**src/rtl/mfp_ahb_timer.sv**
```systemverilog
// mfp_ahb_timer
// AHB-Lite responder holding a 32-bit prescaled up-counter with compare,
// sticky match flag and a registered level interrupt.
//
// Ports:
//   HCLK       - the single clock, all logic on its rising edge
//   SI_Reset   - synchronous, active-high reset
//   HSEL, HADDR, HTRANS, HWRITE, HSIZE, HREADY - AHB-Lite address phase
//   HWDATA     - write data (data phase)
//   HREADYOUT  - low only while a read is waiting
//   HRDATA     - read data, zero outside the final read data-phase cycle
//   HRESP      - always OKAY
//   IRQ        - registered MATCH & IRQ_EN
//
// Register map (HADDR[3:2]):
//   0 COUNT   (RW)
//   1 COMPARE (RW)
//   2 CONTROL (RW) bit0 EN, bit1 AUTO_RELOAD, bit2 IRQ_EN, bits[15:8] PRESCALE
//   3 STATUS  bit0 MATCH, write 1 to clear
//
// state | meaning
// IDLE  | no data phase in progress
// WDATA | write data phase, register takes HWDATA at the closing edge
// RWAIT | read wait states, HREADYOUT low
// RDATA | final read data-phase cycle, HRDATA driven
module mfp_ahb_timer #(
    parameter int READ_WAIT = 1
) (
    input  logic        HCLK,
    input  logic        SI_Reset,
    input  logic        HSEL,
    input  logic [31:0] HADDR,
    input  logic [1:0]  HTRANS,
    input  logic        HWRITE,
    input  logic [2:0]  HSIZE,
    input  logic [31:0] HWDATA,
    input  logic        HREADY,
    output logic        HREADYOUT,
    output logic [31:0] HRDATA,
    output logic        HRESP,
    output logic        IRQ
);

    typedef enum logic [1:0] {IDLE, WDATA, RWAIT, RDATA} state_t;

    state_t      state;
    logic [1:0]  addr_q;
    logic        word_q;
    logic [1:0]  wait_cnt;

    logic [31:0] count;
    logic [31:0] compare;
    logic        en;
    logic        auto_reload;
    logic        irq_en;
    logic [7:0]  prescale;
    logic [7:0]  pre;
    logic        match;
    logic        irq;

    logic        accept;
    logic        wr_word;
    logic        tick;
    logic        hit;
    logic        unused_bits;

    assign accept  = HSEL & HTRANS[1] & HREADY;
    assign wr_word = (state == WDATA) & word_q;
    assign tick    = en & (pre == prescale);
    // Compare uses the pre-edge COMPARE, so a COMPARE write only matters
    // from the following cycle.
    assign hit     = tick & (count == compare);

    assign unused_bits = ^{HADDR[31:4], HADDR[1:0], HTRANS[0]};

    always_ff @(posedge HCLK) begin
        if (SI_Reset) begin
            state    <= IDLE;
            addr_q   <= 2'd0;
            word_q   <= 1'b0;
            wait_cnt <= 2'd0;
        end else begin
            case (state)
                RWAIT: begin
                    if (wait_cnt == 2'd1) begin
                        state <= RDATA;
                    end else begin
                        wait_cnt <= wait_cnt - 2'd1;
                    end
                end
                default: begin
                    // IDLE, WDATA and RDATA all have HREADYOUT=1, so a new
                    // address phase can be taken back-to-back.
                    if (accept) begin
                        addr_q <= HADDR[3:2];
                        word_q <= (HSIZE == 3'b010);
                        if (HWRITE) begin
                            state <= WDATA;
                        end else if (READ_WAIT == 0) begin
                            state <= RDATA;
                        end else begin
                            state    <= RWAIT;
                            wait_cnt <= 2'(READ_WAIT);
                        end
                    end else begin
                        state <= IDLE;
                    end
                end
            endcase
        end
    end

    always_ff @(posedge HCLK) begin
        if (SI_Reset) begin
            count       <= 32'd0;
            compare     <= 32'd0;
            en          <= 1'b0;
            auto_reload <= 1'b0;
            irq_en      <= 1'b0;
            prescale    <= 8'd0;
            pre         <= 8'd0;
            match       <= 1'b0;
            irq         <= 1'b0;
        end else begin
            irq <= match & irq_en;

            if (wr_word && addr_q == 2'd2) begin
                pre <= 8'd0;
            end else if (!en || tick) begin
                pre <= 8'd0;
            end else begin
                pre <= pre + 8'd1;
            end

            // A COUNT write overrides the tick update.
            if (wr_word && addr_q == 2'd0) begin
                count <= HWDATA;
            end else if (tick) begin
                count <= (hit && auto_reload) ? 32'd0 : count + 32'd1;
            end

            // Setting MATCH wins over a simultaneous write-1-to-clear.
            if (hit) begin
                match <= 1'b1;
            end else if (wr_word && addr_q == 2'd3 && HWDATA[0]) begin
                match <= 1'b0;
            end

            if (wr_word && addr_q == 2'd1) begin
                compare <= HWDATA;
            end

            if (wr_word && addr_q == 2'd2) begin
                en          <= HWDATA[0];
                auto_reload <= HWDATA[1];
                irq_en      <= HWDATA[2];
                prescale    <= HWDATA[15:8];
            end
        end
    end

    always_comb begin
        HRDATA = 32'd0;
        if (state == RDATA) begin
            case (addr_q)
                2'd0: HRDATA = count;
                2'd1: HRDATA = compare;
                2'd2: HRDATA = {16'd0, prescale, 5'd0, irq_en, auto_reload, en};
                default: HRDATA = {31'd0, match};
            endcase
        end
    end

    assign HREADYOUT = (state != RWAIT);
    assign HRESP     = 1'b0;
    assign IRQ       = irq;

endmodule

```
**config.mk**
```make
export PLATFORM = sky130hd
export DESIGN_NAME = mfp_ahb_timer
export DESIGN_NICKNAME = d
export VERILOG_FILES = /design/src/rtl/mfp_ahb_timer.sv
export SDC_FILE = /design/constraint.sdc
export NUM_CORES = 1
export LEC_CHECK = 0
export CORE_MARGIN = 3
export CORE_UTILIZATION = 46
export DETAILED_ROUTE_END_ITERATION = 10
export MAX_ROUTING_LAYER = met4
export PLACE_DENSITY = 0.75
export SYNTH_ARGS = -nofsm -noshare
export SYNTH_HDL_FRONTEND = slang
export SYNTH_SLANG_ARGS = --single-unit
export TNS_END_PERCENT = 20
```
**constraint.sdc**
```tcl
create_clock -name HCLK -period 2.1 [get_ports HCLK]
set_input_delay 0.525 -clock HCLK [delete_from_list [all_inputs] [get_ports HCLK]]
set_output_delay 0.525 -clock HCLK [all_outputs]
set_load 0.03 [all_outputs]
```
==> metrics.md <==
| Metric | Value |
|---|---|
| Number of input and output port buffers inserted | `76` |
| Hold Path Sink | `IRQ` |
| Number of buffers on the longest clock path | `2` |
| Final-report setup violation count | `7` |
| Detailed route wirelength on metal2 | `8370 um` |
| Final HPWL from detailed placement | `11,800 um` |
| DR WL/cell | `17.8 um` |
| Initial DRT Pass Iterations | `5` |
| Final antenna diode count | `0` |
| Average footprint of a synthesized cell | `7.53 um^2` |
| Critical register-to-register path startpoint | `count[13]` |
| Net count after synthesis | `811` |
| Clock net sink count | `92` |
| CTS clk-pin slew, worst paths | `0.06 ns` |
| Global-route congestion overflow total | `0` |
| Area leader, netlist | `sky130_fd_sc_hd__dfxtp_1` |
| DRC errors left | `0` |
| Antenna-violating nets left | `0` |
| Most numerous cell in the Yosys netlist | `sky130_fd_sc_hd__nand2_1` |
| Dominant register cell in the synthesized netlist | `sky130_fd_sc_hd__dfxtp_1` |
| Finished Layout Cells | `981` |
| Die height | `116 um` |
| Met1 Wirelength | `7430 um` |
| Source-to-sink clock delay at the later pin of the worst-skew pair | `approximately 0.35 ns` |
| CP endpoint kind | `output port` |
| Post-synthesis to final-layout area growth | `32.0%` |
| Kind of critical path | `reg2out` |
| Iteration-0 DRC Markers | `approximately 530` |
| Largest voltage drop on the vdd net | `around 0.37 mV` |
| Outcome | `finished, violations left` |
| Depth of the most critical reg-to-reg path | `8` |
| Most used standard cells in the synthesized netlist | `sky130_fd_sc_hd__nand2_1 (115), sky130_fd_sc_hd__nor2_1 (94), sky130_fd_sc_hd__dfxtp_1 (92)` |
| DIE WIDTH | `116 um` |
| Min Hold Slack | `0.462 ns` |
| Smallest setup slack after layout | `-0.0525 ns` |
| Post-synthesis cell type count | `54` |
| Hold Buf Count CTS | `0` |
| Detailed Route WL | `17,500 um` |
| Cell area power density | `530 nW/um^2` |
| Antenna violations before repair | `0` |
| Worst slack, placed | `-0.0504 ns` |
| Max-slew headroom | `0.499` |
| Max-slew violations | `0` |
| H-Tree Depth | `3` |
| Wire length on met3 | `1180 um` |
| Tot GR Track Use | `0.265` |
| Proportion of synthesized flip-flops having asynchronous set or reset | `0` |
| Count of maximum capacitance violations | `0` |
| Max Clock Freq | `roughly 460 MHz` |
| Placed cells | `approximately 950` |
| Arrival time of data at the critical path endpoint | `1.63 ns` |
| Largest net degree at the start of global routing | `56` |
| Number of synthesized flops with an enable pin | `0` |
| Standby leakage power | `2.53 nW` |
| Worst hold-check path type | `reg2reg` |
| Failing checks | `setup timing` |
| Global-route wire length before repair | `27,100 um` |
| Placed Instance Area | `6660 um^2` |
| Area share of the largest cell type after synthesis | `0.333` |
| Initial Utilization | `0.478` |
| Largest fanout on the critical path | `11` |
| Total number of placement rows | `39` |
| Number of cells on the worst hold path | `2` |
| Number of hold violations in the final report | `0` |
| Vias in the first global route | `5,325` |
| Crit path required time | `1.57 ns` |
| Via count | `5,702` |
| Die area | `around 13,000 um^2` |
| Area of the placeable core | `11,600 um^2` |
| Layout Cell Area excl Fill | `between 7000 and 8000 um^2` |
| Register-to-register setup slack | `0.01 ns` |
| Weighted congestion at the end of routability-driven global placement | `0.916` |
| Overall power | `between 3 and 4 mW` |
| Share of layout cells above drive strength 1 | `0.239` |
| Number of primary I/O pins | `109` |
| Top post-synthesis cells by area | `sky130_fd_sc_hd__dfxtp_1 (33%), sky130_fd_sc_hd__nand2_1 (7.8%), sky130_fd_sc_hd__a21oi_1 (6.6%), sky130_fd_sc_hd__xnor2_1 (6.5%), sky130_fd_sc_hd__nor2_1 (6.4%)` |
| Yosys warnings | `0` |
| Number of storage elements in the synthesis netlist | `92` |
| CTS Buf Count | `9` |
| Worst Max-Slew Pin Slew | `0.752 ns` |
| Nets@finish | `911` |
| Filler cell count in the final layout | `980` |
| Mean number of vias per cell | `5.81` |
| Final clock skew | `0.00689 ns` |
| Highest layer used for signal routing | `met4` |
| Period minus WS final | `2.15 ns` |
| Share of the yosys chip area belonging to registers | `0.333` |
| Share of the core filled with cells | `0.631` |
| Setup repair after global routing missed its margin | `yes` |
| Endpoint of the worst register-to-register path | `count[5]` |
| Total Negative Setup Slacks | `-0.185 ns` |
| Startpoint Class | `flop` |
| Mapped cell area | `around 5500 um^2` |
| TritonCTS clock tree | `yes` |
| Ratio of final minimum period to clock period | `1.02` |
| Clock root cell | `sky130_fd_sc_hd__clkbuf_16` |
| Synthesized instance count | `734` |
| Worst min-delay path startpoint | `match` |
## layer usage
metal	track usage	up-vias
met5	-	-
li1	-	2746
met4	0.124	0
met1	0.340	2688
met2	0.405	221
met3	0.0491	47
## worst max path at each step
stage,from,endpoint,slack (ns),cells past startpoint
2_1_floorplan,addr_q[0],HRDATA[16],-0.04,4
3_3_place_gp,addr_q[0],HRDATA[14],-0.02,5
3_5_place_dp,count[1],count[16],-0.05,6
4_1_cts,addr_q[1],HRDATA[22],-0.05,5
5_1_grt,addr_q[0],HRDATA[14],-0.11,6
6_report,addr_q[0],HRDATA[22],-0.05,4
## kinds of logic (layout without fill, tap and decap cells)
logic type,Yosys count,in the layout,share of synthesized area
adder cells (fa/ha/maj),3,3,0.00679
multiplexers,35,35,0.0657
buffers and inverters,74,176,0.0591
AND/OR/NAND/NOR,323,325,0.285
XOR/XNOR,52,52,0.0824
other,1,1,0.000679
AO/OA/AOI/OAI,154,154,0.167
flip-flops,92,92,0.333
## critical path: stages (launching register included)
cell	delay, ns
sky130_fd_sc_hd__dfxtp_4	0.43
sky130_fd_sc_hd__buf_4	0.29
sky130_fd_sc_hd__mux2i_1	0.32
sky130_fd_sc_hd__nor2_2	0.06
sky130_fd_sc_hd__buf_4	0.17
## flip-flops by register name, indices dropped and copies added, names as in the netlist
name         cells
IRQ              1
addr_q           2
auto_reload      1
compare         32
count           32
en               1
irq_en           1
match            1
pre              8
prescale         8
state            2
wait_cnt         2
word_q           1
## timing repair
item / CTS / global route
pin swaps: 2 / 10
resized for setup: 63 / 60
setup buffers: 4 / 6
endpoints found under the setup margin: 43 / 57
cloned: 2 / 0
## cell usage in the layout, fill, tap and decap left out, types with 8 or more instances in the layout
cell	n
sky130_fd_sc_hd__mux2i_1	29
sky130_fd_sc_hd__xor2_1	11
sky130_fd_sc_hd__buf_6	17
sky130_fd_sc_hd__clkbuf_16	9
sky130_fd_sc_hd__nand4_1	15
sky130_fd_sc_hd__nand2_1	114
sky130_fd_sc_hd__nand3_1	32
sky130_fd_sc_hd__nor2_1	83
sky130_fd_sc_hd__nor2_2	10
sky130_fd_sc_hd__and2_1	8
sky130_fd_sc_hd__a21oi_1	72
sky130_fd_sc_hd__a31oi_1	14
sky130_fd_sc_hd__buf_2	8
sky130_fd_sc_hd__xnor2_1	34
sky130_fd_sc_hd__buf_4	81
sky130_fd_sc_hd__a211oi_1	19
sky130_fd_sc_hd__o21ai_0	18
sky130_fd_sc_hd__dfxtp_1	77
sky130_fd_sc_hd__nor3_1	14
sky130_fd_sc_hd__clkdlybuf4s50_1	42
sky130_fd_sc_hd__dfxtp_2	12
## power breakdown
part | total, mW | internal [mW] | switching (mW)
clock network | 1.53 | 0.827 | 0.703
registers | 1.81 | 1.78 | 0.0344
logic | 0.528 | 0.275 | 0.253
## cell type report
class                           count  area (um^2)  area share
Inverter                            7         26.3     0.00360
Timing Repair Buffer              154         1360       0.186
Multi-Input combinational cell    570         3590       0.493
Sequential cell                    92         1870       0.256
Tap cell                          143          179      0.0245
Clock buffer                       11          243      0.0333
Clock inverter                      4         26.3     0.00360
Power figures use the tool's default switching activity.
